==> config.mk <==
export PLATFORM = sky130hd
export DESIGN_NAME = capture_ctrl
export DESIGN_NICKNAME = d
export VERILOG_FILES = /design/src/rtl/capture_ctrl.sv
export SDC_FILE = /design/constraint.sdc
export NUM_CORES = 1
export LEC_CHECK = 0
export BUFFER_PORTS_ARGS = -buffer_cell sky130_fd_sc_hd__buf_2
export CAP_MARGIN = 20
export CORE_MARGIN = 1
export CORE_UTILIZATION = 64
export DETAILED_ROUTE_END_ITERATION = 10
export MAX_ROUTING_LAYER = met4
export PLACE_DENSITY_LB_ADDON = 0.05
export SYNTH_ARGS = -nofsm -noshare
export SYNTH_HDL_FRONTEND = slang
export SYNTH_SLANG_ARGS = --single-unit
==> constraint.sdc <==
create_clock -name clk -period 6.35 [get_ports clk]
set_input_delay 1.27 -clock clk [delete_from_list [all_inputs] [get_ports clk]]
set_output_delay 1.27 -clock clk [all_outputs]
set_load 0.01 [all_outputs]
==> src/rtl/capture_ctrl.sv <==
// Capture sequencer for the sample buffer: pre-trigger fill, circular arming,
// post-trigger fill and a done handshake, with sample-rate decimation.
module capture_ctrl #(
  parameter int ADDR_W = 9
) (
  input  logic              clk,
  input  logic              rst_n,
  input  logic              smpl_tick,
  input  logic [1:0]        trig_type,
  input  logic [ADDR_W-1:0] trig_pos,
  input  logic [3:0]        decimator,
  input  logic              triggered,
  input  logic              clr_cap_done,
  output logic              we,
  output logic [ADDR_W-1:0] waddr,
  output logic [ADDR_W-1:0] trig_addr,
  output logic              armed,
  output logic              capture_done
);

  localparam int               CNT_W     = ADDR_W + 1;
  localparam logic [CNT_W-1:0] DEPTH     = {1'b1, {ADDR_W{1'b0}}};
  localparam logic [1:0]       TT_NORMAL = 2'b01;
  localparam logic [1:0]       TT_AUTO   = 2'b10;

  typedef enum logic [2:0] {
    S_IDLE,
    S_PRE,
    S_ARMED,
    S_POST,
    S_DONE
  } state_t;

  state_t            r_state;
  state_t            w_next;
  logic [ADDR_W-1:0] r_waddr;
  logic [ADDR_W-1:0] r_trig_addr;
  logic [ADDR_W-1:0] r_trig_pos;
  logic [3:0]        r_decim;
  logic [14:0]       r_dec_cnt;
  logic [CNT_W-1:0]  r_smp_cnt;
  logic [CNT_W-1:0]  w_smp_cnt_next;
  logic [CNT_W-1:0]  w_cnt_inc;
  logic [CNT_W-1:0]  w_pre_target;
  logic [CNT_W-1:0]  w_post_target;
  logic [14:0]       w_dec_mask;
  logic              w_run;
  logic              w_capturing;
  logic              w_dec_tick;
  logic              w_trig;
  logic              w_we;
  logic              w_start;

  assign w_run         = (trig_type == TT_NORMAL) || (trig_type == TT_AUTO);
  assign w_capturing   = r_state inside {S_PRE, S_ARMED, S_POST};
  assign w_dec_mask    = 15'((16'd1 << r_decim) - 16'd1);
  assign w_dec_tick    = smpl_tick && (r_dec_cnt == '0);
  assign w_cnt_inc     = r_smp_cnt + CNT_W'(1);
  assign w_pre_target  = DEPTH - {1'b0, r_trig_pos};
  assign w_post_target = {1'b0, r_trig_pos};
  // Auto-roll triggers on the very first ARMED cycle; normal waits for the pulse.
  assign w_trig        = (r_state == S_ARMED) &&
                         ((trig_type == TT_AUTO) || ((trig_type == TT_NORMAL) && triggered));

  always_comb begin
    // NOTE: every output of this block gets a default first, so no path can infer a latch.
    w_next         = r_state;
    w_we           = 1'b0;
    w_start        = 1'b0;
    w_smp_cnt_next = r_smp_cnt;
    unique case (r_state)
      S_IDLE: begin
        if (w_run) begin
          w_next         = S_PRE;
          w_start        = 1'b1;
          w_smp_cnt_next = '0;
        end
      end
      S_PRE: begin
        if (!w_run) begin
          w_next = S_IDLE;
        end else if (w_dec_tick) begin
          w_we           = 1'b1;
          w_smp_cnt_next = w_cnt_inc;
          if (w_cnt_inc == w_pre_target) w_next = S_ARMED;
        end
      end
      S_ARMED: begin
        if (!w_run) begin
          w_next = S_IDLE;
        end else if (w_trig) begin
          // A coincident write is the first post-trigger sample, unless none are wanted.
          w_we           = w_dec_tick && (r_trig_pos != '0);
          w_smp_cnt_next = {{ADDR_W{1'b0}}, w_we};
          w_next         = (w_smp_cnt_next == w_post_target) ? S_DONE : S_POST;
        end else if (w_dec_tick) begin
          w_we = 1'b1;
        end
      end
      S_POST: begin
        if (!w_run) begin
          w_next = S_IDLE;
        end else if (w_dec_tick) begin
          w_we           = 1'b1;
          w_smp_cnt_next = w_cnt_inc;
          if (w_cnt_inc == w_post_target) w_next = S_DONE;
        end
      end
      S_DONE: begin
        if (clr_cap_done) w_next = S_IDLE;
      end
      default: w_next = S_IDLE;
    endcase
  end

  // NOTE: state registers use non-blocking assignments so every flop sees pre-edge values.
  always_ff @(posedge clk or negedge rst_n) begin
    if (!rst_n) begin
      r_state     <= S_IDLE;
      r_waddr     <= '0;
      r_trig_addr <= '0;
      r_trig_pos  <= '0;
      r_decim     <= '0;
      r_dec_cnt   <= '0;
      r_smp_cnt   <= '0;
    end else begin
      r_state   <= w_next;
      r_smp_cnt <= w_smp_cnt_next;
      if (w_start) begin
        r_waddr    <= '0;
        r_dec_cnt  <= '0;
        r_trig_pos <= trig_pos;
        r_decim    <= decimator;
      end else begin
        if (w_we) r_waddr <= r_waddr + ADDR_W'(1);
        if (w_capturing && smpl_tick)
          r_dec_cnt <= (r_dec_cnt == w_dec_mask) ? '0 : r_dec_cnt + 15'd1;
      end
      if (w_trig) r_trig_addr <= r_waddr;
    end
  end

  assign we           = w_we;
  assign waddr        = r_waddr;
  assign trig_addr    = r_trig_addr;
  assign armed        = (r_state == S_ARMED);
  assign capture_done = (r_state == S_DONE);

endmodule

# Word level (Yosys, flattened, before mapping)
# Index checks and enable logic that the tools add are counted.
# word_totals
register_bits,59
latchBits,0
ramBits,0
rom_bits,0
input_bits,20
memories,0
# op_classes
n_addsub,5
n_mul,0
n_div,0
order_cmp,0
eq_ne,21
n_shift,1
n_mux,30
bitwise_logic,0
reduce_logical,17
# op_table
op,n
$mux 10,5
$mux 15,3
$mux 3,11
$pmux 10 s3,1
$mux 9,2
$add 15x1->15 const B,1
$eq 15x15->1,1
$logic_not 15->1,1
$pmux 3 s5,1
$shl 1x4->15 const A,1
$sub 15x1->15 const B,1
$add 10x1->10 const B,1
$eq 10x10->1,1
$eq 10x9->1,1
$sub 10x9->10 const A,1
$add 9x1->9 const B,1
$eq 1x9->1,1
$ne 3x2->1 const B,3
$reduce_bool 9->1,1
$ne 2x1->1 const B,4
$reduce_and 7->1,1
$eq 3x2->1 const B,2
$mux 1,6
$ne 3x3->1 const B,2
13 further kinds,21

# Logic depth before layout (Yosys ltp)
# Gate-level depths: netlist of run 1.
# logic_depth
ltp_word,9
ltp_mapped,14

# Worst setup path after synthesis of run 1
# No wires, ideal clock.
# synth_timing
path_kind,input to output
from,in trig_type[0]
to,out we
arrival_time_ps,2420
required_time_ps,5080
setup_slack_ps,2660
stages,5
path_cell_list,inv_1 -> ha_1 -> nor2_1 -> o21ai_0 -> a211oi_4
# synth_via
elab_chain_cells,7
elab_cells_between_ends,10
cone_classes,eq/ne: 2; mux: 4; reduce/logical: 4
# synth_lines
element,line,source
from (decl),9,"input logic [1:0] trig_type,"
$eq 2x1->1,"54, 63",
$logic_and 1x1->1,63,((trig_type == TT_AUTO) || ((trig_type == TT_NORMAL) && triggered));
$logic_or 1x1->1,63,
$logic_and 1x1->1,62,assign w_trig = (r_state == S_ARMED) &&
$mux 1,91,end else if (w_trig) begin
$mux 1,89,if (!w_run) begin
$pmux 1 s2 *,71,unique case (r_state)
to (decl),14,"output logic we,"
# Every way passes the cells marked *; elsewhere a longest branch is shown, timed or not.

# Final worst setup path of run 1
# Same ends and word-level chain as after synthesis.

==> impl_metrics.json, run 1 <==
{
  "synth_enable_flop_cells": 0,
  "yosys_warnings": 0,
  "cts_made_buffers": 9,
  "cts.repair_timing.setup_buffer_count": 0,
  "clock_sinks": 59,
  "antenna_violating_nets_post_route": 0,
  "cp-start-kind": "primary input",
  "antenna_violations_before_repair": 0,
  "power.static_leakage_nw": 1.96,
  "cpMostUsedCell": "buf_2",
  "antennaDiodeCount": 0,
  "layout_commonest_cell": "dfrtp_1",
  "number_of_instances_in_the_synthesized_netlist": 423,
  "finalClockSkew_ns": 0.00995,
  "setup_violations": 0,
  "rsz0062_at_grt": "false",
  "run_status": "finished, final reports clean",
  "cts-htree-levels": 3,
  "slowest_delay_ns": 0.38,
  "pwr_density_cell_mw_per_mm2": 414,
  "grt_start_max_net_pins": 60,
  "fmaxAchievable_mhz": 239,
  "delay_heaviest_family_cp": "compound AO/OA/AOI/OAI gates",
  "place.detailed.hpwl_mm": 6.05,
  "clk_path_buf_depth": 2,
  "final_layout_size_suffix_gt1_share_pct": 19.8,
  "detail_route.iter0.violations": 251,
  "timing_hold_violations_final": 0,
  "worst_skew_pair.late_latency_ns": 0.33,
  "grt_pass1_vias": 3072,
  "nets": 484,
  "critical_path.cell_chain": "buf_2 -> inv_1 -> ha_1 -> nor2_1 -> o21ai_0 -> a211oi_4 -> buf_2",
  "dr_wl_cell_um": 16.1,
  "synthesis.nets": 452,
  "rows": 28,
  "cts_tree": "yes",
  "cp_slowest_cell": "ha_1",
  "vdd.ir_drop.worst_mv": 0.241,
  "post_cts.resized_instances": 0,
  "hold_class": "reg2reg",
  "global_route.usage.total_pct": 30.5,
  "cp.arrival_ns": 2.92,
  "io_buffers": 40,
  "route.detailed.drc": 0,
  "setup.worst_path.end_class": "output port",
  "most-common-layout-cells": "59 x dfrtp_1, 40 x buf_2, 36 x nand2_1",
  "crit_buf_inv": 3,
  "drt_pre_antenna_iters": 6,
  "critical_path.max_fanout": 7,
  "global_route_wire_length_before_repair_mm": 14.5,
  "average_footprint_of_a_synthesized_cell_um2": 9.21,
  "worstMarginPinSlew_ns": 0.981,
  "gp_congestion": 0.896,
  "post_synth_instance_area_mm2": 0.00390,
  "min_period_ns": 4.19,
  "grt-ovfl-total": 0,
  "detailroute.via_count": 3327,
  "total_negative_slack_for_setup_checks_ns": 0,
  "synth-async-reset-ratio_pct": 100,
  "fp.dieW_um": 80.0,
  "seq_area_frac_synth_pct": 37.9,
  "final_cycle_utilization_of_the_critical_path_pct": 66.0,
  "vias_per_cell": 6.23,
  "most_frequently_used_flop_master_after_synthesis": "dfrtp_1",
  "die_h_um": 80.0,
  "area_delta_synth_final_pct": 11.0,
  "count_of_cell_types_in_the_netlist": 69,
  "worst_setup_hold_path_clk_slew_ns": 0.06,
  "floorplan.initialDensity_pct": 66.2,
  "max_slew_violation_count": 0,
  "worstSetupPathType": "in2out",
  "route.final.wire_length_mm": 8.58,
  "cts_hold_repair.buffers": 0,
  "max-slew-margin-rel_pct": 34.6,
  "num_io_pins": 41,
  "core-area_mm2": 0.00589,
  "timing.critical_path.required_ns": 5.08,
  "root_buffer": "clkbuf_8",
  "drv.max_cap_violation_count": 0,
  "die_area_mm2": 0.00640,
  "total_chip_power_mw": 1.79,
  "synth_seq_cells": 59
}
[worst register-to-register path: cells and delay by family, from the launching register on]
kind | cells | cell delay [ns]
buffers and inverters | 1 | 0.27
AND/OR/NAND/NOR | 5 | 1.41
adder cells (fa/ha/maj) | 1 | 0.31
AO/OA/AOI/OAI | 3 | 0.56
flip-flops | 1 | 0.59
[final cells by class]
class / count / area [µm²]
well taps: 75 / 93.8
repair buffers: 43 / 223
flip-flops and latches: 59 / 1480
clock buffers: 10 / 128
clock inverters: 5 / 78.8
inverters: 14 / 52.6
fillers: 450 / 1560
multi-input cells: 328 / 2270
[sequential cells by signal, summed over array words and instances, names as in the netlist]
register and cells:
trig_addr 9, r_trig_pos 9, r_decim 4, r_smp_cnt 10, r_dec_cnt 15, waddr 9
r_state 3
[metrics by stage]
stage | area [µm²] | setup WS (ns) | hold slack, ns | util, % | instances
2_1_floorplan | 3900 | 2.66 | 0.474 | - | 423
3_3_place_gp | 4120 | 2.27 | 0.487 | 69.9 | 519
3_5_place_dp | 4120 | 2.19 | 0.490 | 69.9 | 519
4_1_cts | 4320 | 2.19 | 0.505 | 73.4 | 534
5_1_grt | 4320 | 2.01 | 0.516 | 73.4 | 534
6_report | 4320 | 2.16 | 0.502 | 73.4 | 534
[cell usage after synthesis, types with 3 or more instances]
| cell type | number | share of area, % |
|---|---|---|
| nand2_1 | 36 | 3.5 |
| nor2_1 | 27 | 2.6 |
| and2_1 | 5 | 0.80 |
| dfrtp_1 | 59 | 38 |
| o21ai_0 | 28 | 3.6 |
| a22o_1 | 3 | 0.67 |
| nor2b_1 | 3 | 0.48 |
| a21oi_1 | 15 | 1.9 |
| nor4_1 | 4 | 0.64 |
| a31oi_1 | 15 | 2.4 |
| nand4_1 | 8 | 1.3 |
| and3_1 | 13 | 2.1 |
| inv_1 | 14 | 1.3 |
| xnor2_1 | 21 | 4.7 |
| o31ai_1 | 5 | 0.96 |
| nor3_1 | 10 | 1.3 |
| o21a_1 | 4 | 0.77 |
| xor2_1 | 10 | 2.2 |
| nand3b_1 | 3 | 0.58 |
| buf_2 | 9 | 1.2 |
| clkbuf_1 | 11 | 1.1 |
| nand2b_1 | 10 | 1.6 |
| ha_1 | 9 | 2.9 |
| mux2_2 | 18 | 5.2 |
| or3_1 | 8 | 1.3 |
| o21ai_1 | 5 | 0.64 |
| nand3_1 | 13 | 1.7 |
| and4_1 | 4 | 0.90 |
[cells by family (layout without fill, tap and decap cells)]
group | after synthesis | after routing | synth area share, %
and+or+nand+nor | 160 | 160 | 22.9
AOI/OAI and AO/OA | 104 | 104 | 17.7
adders and majority gates | 9 | 9 | 2.89
muxes | 21 | 21 | 6.01
DFF | 59 | 59 | 37.9
xor gates and xnor gates | 34 | 34 | 8.54
buffers and inverters | 36 | 72 | 4.05
[final timing paths]
kind                               from      endpoint  slack, ns  depth (start not counted)
max                        trig_type[0]            we       2.16                          7
min                        trig_addr[8]  trig_addr[8]       0.50                          1
max reg2reg                  r_decim[3]  r_dec_cnt[5]       3.14                         10
min reg2reg                trig_addr[8]  trig_addr[8]       0.50                          1
max in group asynchronous         rst_n  r_dec_cnt[3]       4.79                          2
min in group asynchronous         rst_n  r_smp_cnt[5]       1.07                          2
[where the power goes]
| group | internal (mW) | total, mW | switching [mW] |
|---|---|---|---|
| combinational | 0.365 | 0.780 | 0.415 |
| sequential | 0.459 | 0.642 | 0.183 |
| clock | 0.218 | 0.366 | 0.148 |
| total | 1.04 | 1.79 | 0.745 |
[layer usage]
metal	global-route usage (%)	vias up	share of wire, %
met4	10.7	0	1.4
met2	45.0	128	46
met3	4.46	12	6.8
li1	-	1613	-
met5	-	-	0
met1	42.8	1574	46
No activity file was read; power rests on OpenSTA's default activity.
==> run 2, diff against run 1 <==
CORE_UTILIZATION = 59   (was 64)
clock period = 3.98 ns   (was 6.35 ns; I/O delays follow)
==> impl_metrics.json, run 2 (synthesis results as in run 1) <==
{
  "worst_skew_pair.late_latency_ns": 0.34,
  "run_status": "finished, final reports clean",
  "most-common-layout-cells": "59 x dfrtp_1, 40 x buf_2, 36 x nand2_1",
  "cts_made_buffers": 9,
  "worstSetupPathType": "in2out",
  "worst_setup_hold_path_clk_slew_ns": 0.07,
  "hold_class": "in2async",
  "grt_start_max_net_pins": 45,
  "final_cycle_utilization_of_the_critical_path_pct": 81.2,
  "clk_path_buf_depth": 2,
  "grt-ovfl-total": 0,
  "cts-htree-levels": 3,
  "rows": 29,
  "worst_hold_slack_ns": 0.358,
  "max_slew_violation_count": 0,
  "dp_slack_ns": 0.788,
  "floorplan.initialDensity_pct": 61.4,
  "dr_wl_cell_um": 16.4,
  "largest_reg_flops": 15,
  "setup.worst_path.end_class": "output port",
  "largestRegisters": "r_dec_cnt (15), r_smp_cnt (10)",
  "detailroute.via_count": 3325,
  "grt_pass1_vias": 3108,
  "final_layout_size_suffix_gt1_share_pct": 20.2,
  "timing_hold_violations_final": 0,
  "cp-start-kind": "primary input",
  "detail_route.iter0.violations": 273,
  "rsz0062_at_grt": "false",
  "die_h_um": 83.3,
  "cts_hold_repair.buffers": 0,
  "setup_violations": 0,
  "die_area_mm2": 0.00693,
  "nets": 486,
  "total_negative_slack_for_setup_checks_ns": 0,
  "cp.arrival_ns": 2.44,
  "drv.max_cap_violation_count": 0,
  "fp.dieW_um": 83.3,
  "place.detailed.hpwl_mm": 6.26,
  "layout_commonest_cell": "dfrtp_1",
  "fmaxAchievable_mhz": 309,
  "power.static_leakage_nw": 1.97,
  "num_io_pins": 41,
  "gp_congestion": 0.943,
  "post_cts.resized_instances": 0,
  "cts.repair_timing.setup_buffer_count": 0,
  "top_register": "r_dec_cnt",
  "global_route_wire_length_before_repair_mm": 15.1,
  "vias_per_cell": 6.18,
  "antenna_violating_nets_post_route": 0,
  "clock_sinks": 59,
  "antenna_violations_before_repair": 0,
  "area_delta_synth_final_pct": 11.4,
  "drt_pre_antenna_iters": 4,
  "route.final.wire_length_mm": 8.81,
  "global_route.usage.total_pct": 28.1,
  "worstMarginPinSlew_ns": 0.838,
  "timing.critical_path.required_ns": 3.18,
  "total_chip_power_mw": 2.83,
  "antennaDiodeCount": 0,
  "pwr_density_cell_mw_per_mm2": 653,
  "vdd.ir_drop.worst_mv": 0.437,
  "critical_path.max_fanout": 7,
  "cts_tree": "yes",
  "max-slew-margin-rel_pct": 43.7,
  "root_buffer": "clkbuf_8",
  "fin_ws_ns": 0.748,
  "route.detailed.drc": 0,
  "finalClockSkew_ns": 0.0102,
  "core-area_mm2": 0.00635,
  "io_buffers": 40,
  "min_period_ns": 3.23
}
==> run 2: cell count changes in the layout (fill, tap and decap cells not counted), sizes merged <==
cell and change:
clkinvlp +1, bufinv -1, clkinv -1, buf +2
clkbuf +1
==> run 2: routing by layer <==
metal	vias to the layer above	GRT usage, %	wire length (µm)	part of all wire [%]
met5	-	-	0	0
met1	1609	40.2	4380	50
met4	0	10.8	164	1.9
met2	76	40.8	3860	44
met3	16	3.88	403	4.6
li1	1624	-	-	-
==> run 2: final timing paths <==
path / slack, ns / start / cells after the start / end
worst max-delay path: 0.75 / trig_type[0] / 7 / we
worst min-delay path: 0.36 / rst_n / 1 / r_smp_cnt[3]
worst max register to register: 0.79 / r_decim[3] / 10 / r_dec_cnt[5]
worst min register to register: 0.51 / trig_addr[6] / 1 / trig_addr[6]
max in group asynchronous: 2.85 / rst_n / 3 / trig_addr[2]
min in group clk: 0.51 / trig_addr[6] / 1 / trig_addr[6]
==> run 2: where the power goes <==
group          internal (mW)  leakage (nW)  total, mW  switching [mW]
registers              0.732         0.784       1.02           0.293
logic                  0.591          1.09       1.26           0.664
clock network          0.303        0.0954      0.552           0.249
total                   1.63          1.97       2.83            1.21
==> run 2: stage by stage <==
| stage | instances | util, % | cell area (µm²) |
|---|---|---|---|
| floorplan | 423 | - | 3900 |
| global placement | 522 | 65.0 | 4130 |
| detailed placement | 522 | 65.0 | 4130 |
| CTS | 537 | 68.0 | 4320 |
| global route | 538 | 68.3 | 4340 |
| finish | 538 | 68.3 | 4340 |
==> run 2: cell type report <==
cell class	instances	area (µm²)
Clock inverter	4	51.3
Sequential cell	59	1480
Tap cell	77	96.3
Fill cell	525	2010
Timing Repair Buffer	45	250
Clock buffer	11	141
Inverter	14	52.6
Multi-Input combinational cell	328	2270
==> run 2: worst max-delay path, cell delays in order <==
cell	delay [ns]
buf_2	0.09
inv_1	0.04
ha_1	0.37
nor2_1	0.32
o21ai_0	0.24
a211oi_4	0.37
buf_2	0.21
